[src/rtl/dsu_uart_pkg.sv]
// Shared constants for the DSU debug UART: register bit positions,
// serial engine state encodings and frame geometry.
package dsu_uart_pkg;

    localparam int CTRL_TX_EN    = 0;
    localparam int CTRL_RX_EN    = 1;
    localparam int CTRL_IE_TX    = 2;
    localparam int CTRL_IE_RX    = 3;
    localparam int CTRL_IE_ERR   = 4;
    localparam int CTRL_ERR_CLR  = 5;
    localparam int CTRL_TX_FLUSH = 6;
    localparam int CTRL_RX_FLUSH = 7;

    localparam logic [7:0] CTRL_RESET = 8'h03;

    localparam int STA_TX_BUSY    = 0;
    localparam int STA_RX_BUSY    = 1;
    localparam int STA_TX_FULL    = 2;
    localparam int STA_TX_EMPTY   = 3;
    localparam int STA_RX_FULL    = 4;
    localparam int STA_RX_AVAIL   = 5;
    localparam int STA_RX_OVERRUN = 6;
    localparam int STA_FRAME_ERR  = 7;

    localparam int FRAME_BITS = 8;

    typedef enum logic [1:0] {
        TX_IDLE,
        TX_START,
        TX_DATA,
        TX_STOP
    } tx_state_e;

    // RX_WAIT_HIGH parks the receiver after a bad stop bit until the line recovers.
    typedef enum logic [2:0] {
        RX_IDLE,
        RX_START,
        RX_DATA,
        RX_STOP,
        RX_WAIT_HIGH
    } rx_state_e;

endpackage

[src/rtl/dsu_uart_sfifo.sv]
// Byte-wide synchronous FIFO with flush, occupancy count and a
// combinational head that reads as zero when empty.
module dsu_uart_sfifo #(
    parameter int  DEPTH = 8,
    localparam int AW    = $clog2(DEPTH)
) (
    input  logic          clk,
    input  logic          rst,
    input  logic          push_i,
    input  logic          pop_i,
    input  logic          flush_i,
    input  logic [7:0]    data_i,
    output logic [7:0]    head_o,
    output logic          full_o,
    output logic          empty_o,
    output logic [AW:0]   level_o
);

    localparam logic [AW:0] FULL_LEVEL = (AW + 1)'(DEPTH);

    logic [7:0]    mem_q [DEPTH];
    logic [AW-1:0] wr_ptr_q, wr_ptr_d;
    logic [AW-1:0] rd_ptr_q, rd_ptr_d;
    logic [AW:0]   level_q, level_d;
    logic          push_ok;
    logic          pop_ok;

    assign empty_o = (level_q == '0);
    assign full_o  = (level_q == FULL_LEVEL);
    assign level_o = level_q;
    assign head_o  = empty_o ? 8'h00 : mem_q[rd_ptr_q];

    // A pop frees a slot in the same cycle, so a full FIFO still accepts a push alongside it.
    assign pop_ok  = pop_i & ~empty_o;
    assign push_ok = push_i & (~full_o | pop_ok);

    always_comb begin
        wr_ptr_d = wr_ptr_q;
        rd_ptr_d = rd_ptr_q;
        level_d  = level_q;
        if (flush_i) begin
            wr_ptr_d = '0;
            rd_ptr_d = '0;
            level_d  = '0;
        end else begin
            if (push_ok) begin
                wr_ptr_d = wr_ptr_q + 1'b1;
            end
            if (pop_ok) begin
                rd_ptr_d = rd_ptr_q + 1'b1;
            end
            case ({push_ok, pop_ok})
                2'b10:   level_d = level_q + 1'b1;
                2'b01:   level_d = level_q - 1'b1;
                default: level_d = level_q;
            endcase
        end
    end

    always_ff @(posedge clk or posedge rst) begin
        if (rst) begin
            wr_ptr_q <= '0;
            rd_ptr_q <= '0;
            level_q  <= '0;
        end else begin
            wr_ptr_q <= wr_ptr_d;
            rd_ptr_q <= rd_ptr_d;
            level_q  <= level_d;
        end
    end

    always_ff @(posedge clk) begin
        if (push_ok && !flush_i) begin
            mem_q[wr_ptr_q] <= data_i;
        end
    end

endmodule

[src/rtl/dsu_uart_fifo.sv]
// DSU debug UART: SPR control/status registers, TX/RX FIFOs, the serial
// bit engines, sticky error flags and a registered interrupt.
module dsu_uart_fifo #(
    parameter int  BAUD_DIV   = 16,
    parameter int  FIFO_DEPTH = 8,
    localparam int FIFO_AW    = $clog2(FIFO_DEPTH)
) (
    input  logic               clk,
    input  logic               rst,
    input  logic               rxd,
    output logic               txd,
    input  logic [7:0]         spr_dat_i,
    input  logic               reg_ctrl_we,
    input  logic               reg_txdata_we,
    input  logic               reg_rxdata_re,
    output logic [7:0]         reg_ctrl,
    output logic [7:0]         reg_sta,
    output logic [7:0]         reg_rxdata,
    output logic [FIFO_AW:0]   rx_level,
    output logic [FIFO_AW:0]   tx_level,
    output logic               irq
);

    import dsu_uart_pkg::*;

    localparam int TW = $clog2(BAUD_DIV);
    localparam int BW = $clog2(FRAME_BITS);
    localparam logic [TW-1:0] BIT_LAST  = TW'(BAUD_DIV - 1);
    localparam logic [TW-1:0] HALF_LAST = TW'(BAUD_DIV / 2 - 1);
    localparam logic [BW-1:0] LAST_BIT  = BW'(FRAME_BITS - 1);

    logic [7:0] ctrl_q, ctrl_d;
    logic       rx_s1_q, rx_s2_q, rx_prev_q;
    logic       overrun_q, overrun_d;
    logic       frame_err_q, frame_err_d;
    logic       irq_q, irq_d;

    logic tx_en, rx_en, err_clear, tx_flush, rx_flush;
    logic tx_full, tx_empty, rx_full, rx_empty;
    logic [7:0] tx_head;

    tx_state_e     tx_state_q, tx_state_d;
    logic [TW-1:0] tx_timer_q, tx_timer_d;
    logic [BW-1:0] tx_bitcnt_q, tx_bitcnt_d;
    logic [7:0]    tx_shift_q, tx_shift_d;
    logic          tx_bit_end, tx_can_start, tx_pop, tx_busy;

    rx_state_e     rx_state_q, rx_state_d;
    logic [TW-1:0] rx_timer_q, rx_timer_d;
    logic [BW-1:0] rx_bitcnt_q, rx_bitcnt_d;
    logic [7:0]    rx_shift_q, rx_shift_d;
    logic          rx_bit_end, rx_fall, rx_push, rx_frame_evt, rx_busy, overrun_evt;

    assign tx_en     = ctrl_q[CTRL_TX_EN];
    assign rx_en     = ctrl_q[CTRL_RX_EN];
    assign err_clear = ctrl_q[CTRL_ERR_CLR];
    assign tx_flush  = ctrl_q[CTRL_TX_FLUSH];
    assign rx_flush  = ctrl_q[CTRL_RX_FLUSH];

    dsu_uart_sfifo #(.DEPTH(FIFO_DEPTH)) u_tx_fifo (
        .clk     (clk),
        .rst     (rst),
        .push_i  (reg_txdata_we),
        .pop_i   (tx_pop),
        .flush_i (tx_flush),
        .data_i  (spr_dat_i),
        .head_o  (tx_head),
        .full_o  (tx_full),
        .empty_o (tx_empty),
        .level_o (tx_level)
    );

    dsu_uart_sfifo #(.DEPTH(FIFO_DEPTH)) u_rx_fifo (
        .clk     (clk),
        .rst     (rst),
        .push_i  (rx_push),
        .pop_i   (reg_rxdata_re),
        .flush_i (rx_flush),
        .data_i  (rx_shift_q),
        .head_o  (reg_rxdata),
        .full_o  (rx_full),
        .empty_o (rx_empty),
        .level_o (rx_level)
    );

    // Command bits [7:5] live for exactly one cycle after being written.
    always_comb begin
        ctrl_d = ctrl_q;
        ctrl_d[CTRL_RX_FLUSH:CTRL_ERR_CLR] = '0;
        if (reg_ctrl_we) begin
            ctrl_d = spr_dat_i;
        end
    end

    // A fresh error event outranks err_clear in the same cycle.
    always_comb begin
        overrun_d   = overrun_q;
        frame_err_d = frame_err_q;
        if (err_clear) begin
            overrun_d   = 1'b0;
            frame_err_d = 1'b0;
        end
        if (overrun_evt) begin
            overrun_d = 1'b1;
        end
        if (rx_frame_evt) begin
            frame_err_d = 1'b1;
        end
    end

    assign irq_d = (ctrl_q[CTRL_IE_TX] & tx_empty & ~tx_busy)
                 | (ctrl_q[CTRL_IE_RX] & ~rx_empty)
                 | (ctrl_q[CTRL_IE_ERR] & (overrun_q | frame_err_q));

    always_ff @(posedge clk or posedge rst) begin
        if (rst) begin
            ctrl_q      <= CTRL_RESET;
            rx_s1_q     <= 1'b1;
            rx_s2_q     <= 1'b1;
            rx_prev_q   <= 1'b1;
            overrun_q   <= 1'b0;
            frame_err_q <= 1'b0;
            irq_q       <= 1'b0;
        end else begin
            ctrl_q      <= ctrl_d;
            rx_s1_q     <= rxd;
            rx_s2_q     <= rx_s1_q;
            rx_prev_q   <= rx_s2_q;
            overrun_q   <= overrun_d;
            frame_err_q <= frame_err_d;
            irq_q       <= irq_d;
        end
    end

    assign reg_ctrl = ctrl_q;
    assign irq      = irq_q;

    always_comb begin
        reg_sta = '0;
        reg_sta[STA_TX_BUSY]    = tx_busy;
        reg_sta[STA_RX_BUSY]    = rx_busy;
        reg_sta[STA_TX_FULL]    = tx_full;
        reg_sta[STA_TX_EMPTY]   = tx_empty;
        reg_sta[STA_RX_FULL]    = rx_full;
        reg_sta[STA_RX_AVAIL]   = ~rx_empty;
        reg_sta[STA_RX_OVERRUN] = overrun_q;
        reg_sta[STA_FRAME_ERR]  = frame_err_q;
    end

    // ---------------- TX engine ----------------
    assign tx_bit_end   = (tx_timer_q == BIT_LAST);
    assign tx_can_start = tx_en & ~tx_empty & ~tx_flush;

    always_ff @(posedge clk or posedge rst) begin
        if (rst) begin
            tx_state_q  <= TX_IDLE;
            tx_timer_q  <= '0;
            tx_bitcnt_q <= '0;
            tx_shift_q  <= '0;
        end else begin
            tx_state_q  <= tx_state_d;
            tx_timer_q  <= tx_timer_d;
            tx_bitcnt_q <= tx_bitcnt_d;
            tx_shift_q  <= tx_shift_d;
        end
    end

    always_comb begin
        tx_state_d  = tx_state_q;
        tx_timer_d  = tx_bit_end ? '0 : tx_timer_q + 1'b1;
        tx_bitcnt_d = tx_bitcnt_q;
        tx_shift_d  = tx_shift_q;
        case (tx_state_q)
            TX_IDLE: begin
                tx_timer_d = '0;
                if (tx_pop) begin
                    tx_state_d = TX_START;
                    tx_shift_d = tx_head;
                end
            end
            TX_START: begin
                if (tx_bit_end) begin
                    tx_state_d  = TX_DATA;
                    tx_bitcnt_d = '0;
                end
            end
            TX_DATA: begin
                if (tx_bit_end) begin
                    tx_shift_d  = tx_shift_q >> 1;
                    tx_bitcnt_d = tx_bitcnt_q + 1'b1;
                    if (tx_bitcnt_q == LAST_BIT) begin
                        tx_state_d = TX_STOP;
                    end
                end
            end
            TX_STOP: begin
                if (tx_bit_end) begin
                    if (tx_pop) begin
                        tx_state_d = TX_START;
                        tx_shift_d = tx_head;
                    end else begin
                        tx_state_d = TX_IDLE;
                    end
                end
            end
            default: tx_state_d = TX_IDLE;
        endcase
    end

    // txd is decoded from state so an asynchronous reset drives it high at once.
    always_comb begin
        tx_busy = (tx_state_q != TX_IDLE);
        tx_pop  = 1'b0;
        txd     = 1'b1;
        case (tx_state_q)
            TX_IDLE:  tx_pop = tx_can_start;
            TX_START: txd = 1'b0;
            TX_DATA:  txd = tx_shift_q[0];
            TX_STOP:  tx_pop = tx_can_start & tx_bit_end;
            default:  txd = 1'b1;
        endcase
    end

    // ---------------- RX engine ----------------
    assign rx_bit_end = (rx_timer_q == BIT_LAST);
    assign rx_fall    = rx_prev_q & ~rx_s2_q;

    always_ff @(posedge clk or posedge rst) begin
        if (rst) begin
            rx_state_q  <= RX_IDLE;
            rx_timer_q  <= '0;
            rx_bitcnt_q <= '0;
            rx_shift_q  <= '0;
        end else begin
            rx_state_q  <= rx_state_d;
            rx_timer_q  <= rx_timer_d;
            rx_bitcnt_q <= rx_bitcnt_d;
            rx_shift_q  <= rx_shift_d;
        end
    end

    always_comb begin
        rx_state_d  = rx_state_q;
        rx_timer_d  = rx_bit_end ? '0 : rx_timer_q + 1'b1;
        rx_bitcnt_d = rx_bitcnt_q;
        rx_shift_d  = rx_shift_q;
        if (!rx_en) begin
            rx_state_d = RX_IDLE;
            rx_timer_d = '0;
        end else begin
            case (rx_state_q)
                RX_IDLE: begin
                    rx_timer_d = '0;
                    if (rx_fall) begin
                        rx_state_d = RX_START;
                    end
                end
                RX_START: begin
                    if (rx_timer_q == HALF_LAST) begin
                        rx_timer_d  = '0;
                        rx_bitcnt_d = '0;
                        rx_state_d  = rx_s2_q ? RX_IDLE : RX_DATA;
                    end
                end
                RX_DATA: begin
                    if (rx_bit_end) begin
                        rx_shift_d  = {rx_s2_q, rx_shift_q[7:1]};
                        rx_bitcnt_d = rx_bitcnt_q + 1'b1;
                        if (rx_bitcnt_q == LAST_BIT) begin
                            rx_state_d = RX_STOP;
                        end
                    end
                end
                RX_STOP: begin
                    if (rx_bit_end) begin
                        rx_state_d = rx_s2_q ? RX_IDLE : RX_WAIT_HIGH;
                    end
                end
                RX_WAIT_HIGH: begin
                    rx_timer_d = '0;
                    if (rx_s2_q) begin
                        rx_state_d = RX_IDLE;
                    end
                end
                default: rx_state_d = RX_IDLE;
            endcase
        end
    end

    always_comb begin
        rx_busy      = (rx_state_q != RX_IDLE);
        rx_push      = 1'b0;
        rx_frame_evt = 1'b0;
        if (rx_en && rx_state_q == RX_STOP && rx_bit_end) begin
            rx_push      = rx_s2_q;
            rx_frame_evt = ~rx_s2_q;
        end
        overrun_evt = rx_push & rx_full & ~reg_rxdata_re & ~rx_flush;
    end

endmodule

[config.mk]
export PLATFORM = sky130hd
export DESIGN_NAME = dsu_uart_fifo
export DESIGN_NICKNAME = d
export VERILOG_FILES = /design/src/rtl/dsu_uart_pkg.sv /design/src/rtl/dsu_uart_sfifo.sv /design/src/rtl/dsu_uart_fifo.sv
export SDC_FILE = /design/constraint.sdc
export NUM_CORES = 1
export LEC_CHECK = 0
export ABC_AREA = 1
export CAP_MARGIN = 20
export CORE_ASPECT_RATIO = 0.6
export CORE_MARGIN = 8
export CORE_UTILIZATION = 60
export CTS_CLUSTER_DIAMETER = 50
export DETAILED_ROUTE_END_ITERATION = 16
export MAX_ROUTING_LAYER = met4
export PLACE_DENSITY = 0.81
export SYNTH_ARGS = -nofsm -noshare
export SYNTH_HDL_FRONTEND = slang
export SYNTH_HIERARCHICAL = 1
export SYNTH_SLANG_ARGS = --single-unit
[constraint.sdc]
create_clock -name clk -period 3.18 [get_ports clk]
set_input_delay 0.318 -clock clk [delete_from_list [all_inputs] [get_ports clk]]
set_output_delay 0.318 -clock clk [all_outputs]
set_load 0.05 [all_outputs]
==> key figures <==
Place
  • Post-Place Worst Slack: between 400 and 500 ps
  • Post-DP HPWL: 14100 um
  • Final RePlAce weighted congestion: 0.913
  • IO Port Bufs: 47
  • Dpl cells: 1097

Logic synthesis
  • Synthesized flop and latch total: between 150 and 200
  • Post-Syn Nets: 908
  • Most used DFF post-synth: edfxtp_1
  • Post-synth EDFFs: 128
  • Post-synthesis simple-gate area fraction: 0.210
  • Mapped Cells: about 870
  • Cell variety after synth: 41
  • Syn avg cell area: around 10 sq um
  • Multiplexer share of the synthesized area: 0.00357
  • Area contributors post-synth: edfxtp_1 (42%), dfrtp_1 (18%), nor2_1 (6.7%), nand2_1 (5.2%), o21ai_1 (4.9%)
  • Adder-Cell Fraction of Synth Area: 0.0305
  • Sequential-to-total area share from yosys stat: 0.613
  • Largest family of logic cells by synthesized area: simple AND/OR/NAND/NOR gates
  • Synth Area in XOR/XNOR: 0.00674
  • Warnings from Yosys: 6
  • Synth async-reset ratio: 0.350
  • Synthesized area: slightly above 9000 sq um
  • Post-synth top area cell: edfxtp_1
  • Compound-Gate Fraction of Synth Area: 0.0848
  • Post-synth top area share: 0.422

Clock tree
  • Post-CTS Setup Bufs: 0
  • Clock Latency Late Sink: roughly 440 ps
  • Cts hold-fix bufs: 0
  • CTS resizes: 0
  • Inserted Clock Buffers: 17
  • TritonCTS clock tree: built
  • CTS Root Cell: clkbuf_16
  • Clk buf depth: 2
  • Worst-path clk slew: ~80 ps
  • # H-tree levels: 4
  • Sink Count: 197

Detailed routing
  • Detailed Routing Iterations Pass 1: 5
  • Starting DRT DRC Count: 791
  • Final WL: around 21000 um
  • Post-DRT Antenna Nets: 0
  • DR vias/cell: between 5 and 6
  • Wirelength per Cell: about 18 um
  • Vias: approximately 6500
  • # DRC: 0

GRT
  • Initial antenna violation count: 0
  • Vias in the first global route: about 6300
  • All-Layer GR Usage: 0.225
  • Global-route wire length before repair: roughly 34000 um
  • Overflow after GRT: 0
  • Largest net degree at the start of global routing: 35

Worst setup path
  • Critical Path RT: approximately 2900 ps
  • Crit Path Class: register to primary output
  • Type of origin of the critical path: register
  • Worst setup EP type: primary output
  • Crit path max fanout: 33
  • Critical path data arrival time: between 2000 and 3000 ps

STA
  • Fin crit period: just under 3000 ps
  • Max Clk Rate: approximately 0.34 GHz
  • Worst setup margin: 223 ps
  • Sum Neg Setup Slack: 0 ps
  • Final Setup Violations: 0
  • Hold Vio Cnt, Final: 0
  • Final Slew Violations: 0
  • Max-slew headroom: 0.375
  • Final Skew: 17.8 ps
  • Final critical-path share of the clock period: 0.930
  • RSZ-0062 raised after global routing: no
  • Hold WS: between 200 and 300 ps
  • Worst Tran Pin Value: 937 ps

Finish
  • Most common cell after layout, fill and taps aside: nor2_1
  • ANT cells: 0
  • Most frequent cells in the layout: nor2_1 (162), edfxtp_1 (128), nand2_1 (127)
  • Final #Nets: between 900 and 1000
  • Layout cells sized above 1: 0.134
  • Synth-to-layout area growth: 13.4%
  • Non-Filler Instances: 1129

Pwr
  • Static Leak: around 0.0043 uW
  • VDD IR max: 0.000322 V
  • Total power: 6990 uW
  • Power Density: about 680 nW/um^2

Floorplanning
  • Initial core utilization: 0.602
  • DIE AREA: ~19000 sq um
  • Die Y: approximately 110 um
  • Core area: 15100 sq um
  • # rows: 35
  • Die Span X: around 180 um
  • Io pins: 48

Status
  • Outcome: finished clean

Min path
  • Hold Path Class: primary input to register

Job
  • Max-cap violations: 0
==> layer usage <==
layer / global-route usage / vias up / wire length (um)
met5: - / - / 0
met4: 0.0681 / 0 / 301
met3: 0.0554 / 29 / 1920
met2: 0.302 / 307 / 8780
met1: 0.332 / 3138 / 9830
li1: - / 3036 / -
==> path summary, 6_finish.rpt <==
| kind | endpoint | cells after the start | start | slack (ps) |
|---|---|---|---|---|
| max | reg_rxdata[6] | 8 | u_rx_fifo/rd_ptr_q[0]$_DFFE_PP0P_ | 220 |
| min | rx_s1_q$_DFF_PP1_ | 1 | rxd | 290 |
| max reg2reg | u_tx_fifo/level_o[3]$_DFFE_PP0P_ | 18 | tx_state_q[0]$_DFFE_PP0P_ | 390 |
| min reg2reg | rx_s2_q$_DFF_PP1_ | 0 | rx_s1_q$_DFF_PP1_ | 360 |
| max in group asynchronous | rx_prev_q$_DFF_PP1_ | 3 | rst | 2060 |
| min in group asynchronous | u_tx_fifo/level_o[3]$_DFFE_PP0P_ | 2 | rst | 330 |
==> flip-flops by register name (all words and copies together) (netlist names), 2 cells and up <==
name	count
u_rx_fifo/rd_ptr_q	3
u_tx_fifo/mem_q	64
u_rx_fifo/level_o	4
rx_state_q	3
reg_ctrl	8
u_rx_fifo/mem_q	64
rx_bitcnt_q	3
u_rx_fifo/wr_ptr_q	3
tx_bitcnt_q	3
rx_shift_q	8
u_tx_fifo/wr_ptr_q	3
tx_state_q	2
tx_timer_q	4
u_tx_fifo/rd_ptr_q	3
u_tx_fifo/level_o	4
rx_timer_q	4
tx_shift_q	8
==> power by group <==
part           internal, uW  leakage, uW  switching, uW
Clock                  1100     0.000307           1140
Combinational           516      0.00187           1180
Sequential             2900      0.00210            153
==> cell families (layout without fill, tap and decap cells) <==
logic type,after synthesis,count (layout)
xor gates and xnor gates,7,7
muxes,3,3
adders and majority gates,21,21
and+or+nand+nor,403,403
buffers and inverters,96,149
DFF,197,197
AOI/OAI and AO/OA,146,146
==> stage by stage <==
stage	area [sq um]	util
after floorplan	9100	-
after global placement	9680	0.641
after detailed placement	9680	0.641
after CTS	10300	0.683
after global routing	10300	0.683
final	10300	0.683
==> area by class of cell <==
type	count	area [sq um]
Clock buffer	17	425
Clock inverter	15	215
Fill cell	1047	4790
Inverter	58	223
Multi-Input combinational cell	580	3060
Sequential cell	197	5580
Tap cell	203	254
Timing Repair Buffer	59	568
==> synthesized netlist by cell type, types with 13 or more instances <==
cell type  count
dfrtp_1       64
o21ai_1       90
nand2_1      127
inv_2         13
nand4_1       16
nor2_2        21
buf_2         18
nand3_1       42
nor2_1       162
o21ai_0       40
inv_1         43
edfxtp_1     128
nand2_4       13
ha_1          19
==> critical path, stage by stage, from the launching register on <==
cell	delay [ps]
dfrtp_1	360
buf_4	340
nor2_1	90
nor2_1	90
o21ai_1	90
o21ai_1	140
o21ai_1	90
nor2_1	160
clkdlybuf4s50_1	830
(Power assumes the default switching activity.)
